File: src/rtl/sr_ctrl_pkg.sv
// sr_ctrl_pkg: shared state encoding and default sizes for the SR bank
// controller and its round-robin arbiter.
package sr_ctrl_pkg;

  typedef enum logic [1:0] {
    IDLE  = 2'd0,
    DRIVE = 2'd1,
    CHECK = 2'd2
  } state_t;

  localparam int NREQ_DEF  = 4;
  localparam int WIDTH_DEF = 8;

endpackage

File: src/rtl/rr_arbiter.sv
// rr_arbiter: combinational round-robin pick. Starting at i_ptr and wrapping
// around, the first asserted request wins; the result is returned both as a
// one-hot grant vector and as a binary index.
module rr_arbiter #(
  parameter int NREQ = 4,
  parameter int PW   = $clog2(NREQ)
) (
  input  logic [NREQ-1:0] i_req,
  input  logic [PW-1:0]   i_ptr,
  output logic [NREQ-1:0] o_gnt,
  output logic [PW-1:0]   o_idx
);

  logic          w_found;
  logic [PW-1:0] w_cand;

  // Scan candidates in priority order ptr, ptr+1, ... and keep the first hit.
  always_comb begin
    // NOTE: every variable gets a default before the loop so no path leaves it unassigned and infers a latch.
    o_gnt   = '0;
    o_idx   = '0;
    w_found = 1'b0;
    w_cand  = '0;
    for (int k = 0; k < NREQ; k++) begin
      w_cand = PW'((int'(i_ptr) + k) % NREQ);
      if (!w_found && i_req[w_cand]) begin
        w_found       = 1'b1;
        o_gnt[w_cand] = 1'b1;
        o_idx         = w_cand;
      end
    end
  end

endmodule

File: src/rtl/sr_bank_ctrl.sv
// sr_bank_ctrl: sequencing controller and round-robin arbiter for a bank of
// clocked SR flip-flops shared by NREQ requesters. Each granted operation
// drives S/R for exactly one clock; bits requested as both set and clear are
// masked off, so S & R is always zero, and are reported through err.
// Optional build macro SR_CHECK_EN: adds a CHECK state that reads q back and
// flags a mismatch against the expected bank value. Without it, q is unused
// and err reports conflicts only.
module sr_bank_ctrl
  import sr_ctrl_pkg::*;
#(
  parameter int NREQ  = NREQ_DEF,
  parameter int WIDTH = WIDTH_DEF
) (
  input  logic                  clk,
  input  logic                  rst,
  input  logic [NREQ-1:0]       req,
  input  logic [NREQ*WIDTH-1:0] req_set,
  input  logic [NREQ*WIDTH-1:0] req_clr,
  output logic [NREQ-1:0]       gnt,
  output logic [WIDTH-1:0]      S,
  output logic [WIDTH-1:0]      R,
  input  logic [WIDTH-1:0]      q,
  output logic                  busy,
  output logic                  done,
  output logic                  err
);

  localparam int PW = $clog2(NREQ);

  state_t           r_state, w_state_nxt;
  logic [PW-1:0]    r_ptr, w_ptr_nxt;
  logic [PW-1:0]    r_idx;
  logic [NREQ-1:0]  r_gnt;
  logic [WIDTH-1:0] r_conf, r_set_eff, r_clr_eff;
  logic             r_done, r_err;
  logic             w_done_nxt, w_err_nxt, w_load;

  logic [NREQ-1:0]  w_arb_gnt;
  logic [PW-1:0]    w_arb_idx;
  logic [WIDTH-1:0] w_set, w_clr, w_conf, w_set_eff, w_clr_eff;

  rr_arbiter #(
    .NREQ (NREQ),
    .PW   (PW)
  ) u_arb (
    .i_req (req),
    .i_ptr (r_ptr),
    .o_gnt (w_arb_gnt),
    .o_idx (w_arb_idx)
  );

  // Masks of the requester the arbiter would grant this cycle.
  assign w_set     = req_set[w_arb_idx*WIDTH +: WIDTH];
  assign w_clr     = req_clr[w_arb_idx*WIDTH +: WIDTH];
  assign w_conf    = w_set & w_clr;
  assign w_set_eff = w_set & ~w_conf;
  assign w_clr_eff = w_clr & ~w_conf;

`ifdef SR_CHECK_EN
  logic [WIDTH-1:0] r_exp;
  logic [WIDTH-1:0] w_exp;
  assign w_exp = (q & ~w_clr_eff) | w_set_eff;
`else
  logic w_unused_q;
  assign w_unused_q = ^q;
`endif

  // State, rr pointer and completion flags; reset drops any pending op.
  always_ff @(posedge clk) begin
    // NOTE: non-blocking assignments so every register samples pre-edge values regardless of statement order.
    if (!rst) begin
      r_state <= IDLE;
      r_ptr   <= '0;
      r_done  <= 1'b0;
      r_err   <= 1'b0;
    end else begin
      r_state <= w_state_nxt;
      r_ptr   <= w_ptr_nxt;
      r_done  <= w_done_nxt;
      r_err   <= w_err_nxt;
    end
  end

  // Capture the granted masks and expected value when an op is accepted.
  always_ff @(posedge clk) begin
    // NOTE: these datapath registers carry no reset; they are always loaded before a state that reads them, and outputs are gated by state.
    if (w_load) begin
      r_idx     <= w_arb_idx;
      r_gnt     <= w_arb_gnt;
      r_conf    <= w_conf;
      r_set_eff <= w_set_eff;
      r_clr_eff <= w_clr_eff;
`ifdef SR_CHECK_EN
      r_exp     <= w_exp;
`endif
    end
  end

  // Next state, pointer advance, completion flags and bank drive per state.
  always_comb begin
    w_state_nxt = r_state;
    w_ptr_nxt   = r_ptr;
    w_done_nxt  = 1'b0;
    w_err_nxt   = 1'b0;
    w_load      = 1'b0;
    gnt         = '0;
    S           = '0;
    R           = '0;
    case (r_state)
      IDLE: begin
        if (|req) begin
          w_load      = 1'b1;
          w_state_nxt = DRIVE;
        end
      end
      DRIVE: begin
        gnt       = r_gnt;
        S         = r_set_eff;
        R         = r_clr_eff;
        w_ptr_nxt = (int'(r_idx) == NREQ - 1) ? '0 : r_idx + 1'b1;
`ifdef SR_CHECK_EN
        w_state_nxt = CHECK;
`else
        w_state_nxt = IDLE;
        w_done_nxt  = 1'b1;
        w_err_nxt   = |r_conf;
`endif
      end
`ifdef SR_CHECK_EN
      CHECK: begin
        w_state_nxt = IDLE;
        w_done_nxt  = 1'b1;
        w_err_nxt   = (|r_conf) | (q != r_exp);
      end
`endif
      default: w_state_nxt = IDLE;
    endcase
  end

  assign busy = (r_state != IDLE);
  assign done = r_done;
  assign err  = r_err;

endmodule

File: config.mk
export PLATFORM = sky130hd
export DESIGN_NAME = sr_bank_ctrl
export DESIGN_NICKNAME = d
export VERILOG_FILES = /design/src/rtl/sr_ctrl_pkg.sv /design/src/rtl/rr_arbiter.sv /design/src/rtl/sr_bank_ctrl.sv
export SDC_FILE = /design/constraint.sdc
export NUM_CORES = 1
export LEC_CHECK = 0
export ABC_CLOCK_PERIOD_IN_PS = 4019
export BUFFER_PORTS_ARGS = -buffer_cell sky130_fd_sc_hd__buf_2
export CAP_MARGIN = 20
export CORE_MARGIN = 1
export CORE_UTILIZATION = 48
export DETAILED_ROUTE_END_ITERATION = 10
export PLACE_DENSITY = 0.92
export SLEW_MARGIN = 15
export SYNTH_ARGS = -nofsm -noshare
export SYNTH_HDL_FRONTEND = slang
export SYNTH_HIERARCHICAL = 1
export SYNTH_SLANG_ARGS = --single-unit
File: constraint.sdc
create_clock -name clk -period 4.02 [get_ports clk]
set_clock_uncertainty 0.1 [all_clocks]
set_input_delay 0.402 -clock clk [delete_from_list [all_inputs] [get_ports clk]]
set_output_delay 0.402 -clock clk [all_outputs]
set_load 0.01 [all_outputs]
==> run_results.csv <==
group,metric,value,unit
floorplanning,rows,24,
worst_setup_path,critPathMaxFanout,17,
global_route,grt_max_degree,31,
floorplanning,die_w,71.0,um
place,dp_worst_setup_slack,0.386,ns
clock_network,cts_tree,"yes",
clock_network,cts-root-buf,"clkbuf_8",
timing,finalHoldViolCount,0,
timing,holdWs,0.315,ns
floorplanning,die_y,71.0,um
timing,timing.final.max_slew_violations,0,
yosys,async_flop_share,0,%
route,drc_errors,7,
global_route,gr-usage-all-layers,19.0,%
worst_setup_path,startpoint_type,"flip-flop",
clock_network,clkTransAtPathRegs,0.06,ns
global_route,antenna_found_initial,0,
outcome,violations,"DRC",
route,dr.pass1.iters,8,
cells_and_area,postLayoutCoreUtil,63.6,%
clock_network,insertion_delay,0.29,ns
yosys,ys_ff_latch,35,
cells_and_area,final_layout_size_suffix_gt1_share,46.1,%
yosys,yosysWarnings,6,
timing,tightest_slew,1.00,ns
pwr,p_seq_share,44.5,%
global_route,grt_pass1_wl,7380,um
worst_setup_path,end_kind,"flip-flop",
route,wl,4580,um
yosys,synth-edff-count,30,
yosys,synth-main-ff-cell,"edfxtp_1",
yosys,syn_area,2290,um2
route,viasPerCell,5.43,
cells_and_area,area_delta_synth_final,24.3,%
timing,finalCriticalPeriod,3.63,ns
floorplanning,initial_core_util,51.1,%
place,dp_hpwl,3500,um
place,place.port_buffers,92,
clock_network,postCtsSetupBuffers,0,
pwr,power_switching,356,uW
clock_network,cts.repair.resized,0,
global_route,grt_pass1_vias,1604,
yosys,syn_nets,264,
pwr,cellLeakagePower,0.00124,uW
route,drt_iter0_markers,100,
floorplanning,io_pins,101,
worst_setup_path,cp.arrival,3.56,ns
timing,layout_setup_ws,0.394,ns
pwr,p_sw_share,29.0,%
timing,fmax,0.276,GHz
cells_and_area,nFillCells,338,
clock_network,htreeDepth,2,
cells_and_area,register_area,1000,um2
floorplanning,design.die.area,5050,um2
clock_network,clock_tree.buffer_depth,2,
run,cap_violations,0,
yosys,syn_area_per_cell,12.7,um2
cells_and_area,nets,354,
floorplanning,coreArea,4470,um2
outcome,status,"finished with violations",
timing,setup_viol,0,
yosys,synth_cells,180,
min_path,min_path_type,"in2reg",
clock_network,cts_buffers,5,
clock_network,postCtsHoldBufs,0,
cells_and_area,diodes,0,
global_route,grt_overflow,0,
worst_setup_path,critPathKind,"reg2reg",
place,routabilityCongestion,0.808,
timing,tns,0,ns
route,vias,1755,
clock_network,cts.sinks,35,
worst_setup_path,required,3.96,ns
route,routedWlPerCell,14.2,um
pwr,clockPowerShare,19.0,%
pwr,comb_power_share,36.5,%
pwr,power_density,432,nW/um2
timing,fin_crit_sh,90.2,%
yosys,seq_area_frac_synth,43.7,%
pwr,power.internal,874,uW
pwr,peakVddDrop,0.000222,V
route,antenna_left,0,
yosys,synth.distinct_cells,37,
timing,rsz0062_at_grt,"false",
timing,slew_headroom,32.8,%
cells_and_area,multi_input_area,1190,um2
-- stage by stage --
step	instance area, um2	total power [uW]	cells
after floorplan	2290	899	180
after global placement	2760	983	315
after detailed placement	2760	1010	315
after CTS	2840	1240	323
after global routing	2840	1300	323
final	2840	1230	323
-- synth_stat cells (3+ instances only) --
| master | n | share of area, % |
|---|---|---|
| and2_1 | 29 | 7.9 |
| dfxtp_1 | 5 | 4.4 |
| nor2_1 | 5 | 0.82 |
| buf_2 | 5 | 1.1 |
| mux4_2 | 13 | 13 |
| nor4_1 | 3 | 0.82 |
| mux4_1 | 6 | 6.9 |
| edfxtp_1 | 30 | 39 |
| nor2b_1 | 16 | 4.4 |
| inv_1 | 4 | 0.66 |
| o21ai_0 | 8 | 1.7 |
| mux2i_1 | 3 | 1.3 |
| a221o_2 | 4 | 2.0 |
| nand2_1 | 10 | 1.6 |
| nand2b_1 | 3 | 0.82 |
| clkbuf_2 | 3 | 0.66 |
| ha_1 | 6 | 3.3 |
-- state kept, by name, indices dropped and copies added (netlist names) --
| signal | flops |
|---|---|
| r_ptr | 2 |
| r_set_eff | 8 |
| r_gnt | 4 |
| err | 1 |
| r_idx | 2 |
| r_clr_eff | 8 |
| done | 1 |
| r_state | 1 |
| r_conf | 8 |
-- path summary, 6_finish.rpt --
kind	from	end	slack, ns	depth (start not counted)
worst max-delay path	r_ptr[1]	r_conf[1]	0.39	8
worst min-delay path	rst	r_ptr[1]	0.31	3
worst max register to register	r_ptr[1]	r_conf[1]	0.39	8
worst min register to register	r_conf[7]	err	0.45	2
-- cells by family (layout without fill, tap and decap cells) --
kind of cell | Yosys count | in the layout | share of synthesized area [%]
adder cells (fa/ha/maj) | 6 | 6 | 3.28
AND/OR/NAND/NOR | 77 | 77 | 20.2
flip-flops | 35 | 35 | 43.7
buffers and inverters | 17 | 108 | 4.59
AO/OA/AOI/OAI | 23 | 23 | 7.22
multiplexers | 22 | 22 | 21.0
-- routing by layer --
layer | track usage [%] | wire length [um]
met5 | 0 | 0
met4 | 8.44 | 80
met3 | 2.99 | 219
met2 | 31.8 | 2300
met1 | 24.7 | 1980
-- power by group through the flow --
stage | clock [uW] | sequential [uW] | combinational, uW
2_1_floorplan | 0 | 540 | 359
3_3_place_gp | 0 | 551 | 432
3_5_place_dp | 0 | 555 | 451
4_1_cts | 240 | 547 | 452
5_1_grt | 253 | 557 | 495
6_report | 234 | 547 | 449
-- placed cells by master (no fill, tap or decap), drive strengths merged, types with 3 or more instances in the layout --
| cell type | instances |
|---|---|
| ha | 6 |
| nor4 | 3 |
| edfxtp | 30 |
| dfxtp | 5 |
| nor2 | 5 |
| o21ai | 8 |
| nand2 | 10 |
| nand2b | 3 |
| mux2i | 3 |
| a221o | 4 |
| buf | 96 |
| and2 | 29 |
| clkbuf | 6 |
| inv | 4 |
| nor2b | 17 |
| mux4 | 19 |
-- cell type report --
cell class | instances | share of cell area, %
Multi-Input combinational cell | 128 | 41.9
Sequential cell | 35 | 35.2
Timing Repair Buffer | 96 | 17.2
Clock buffer | 6 | 2.55
Tap cell | 52 | 2.29
Inverter | 4 | 0.528
Clock inverter | 2 | 0.308
-- worst max-delay path: stages (launching register included) --
cell	delay, ns
dfxtp_1	0.62
inv_1	0.14
ha_1	0.44
mux4_2	0.41
inv_1	0.10
nand2_1	0.06
a31oi_2	0.81
mux4_1	0.49
and2_1	0.20
No activity file was read; power rests on OpenSTA's default activity.
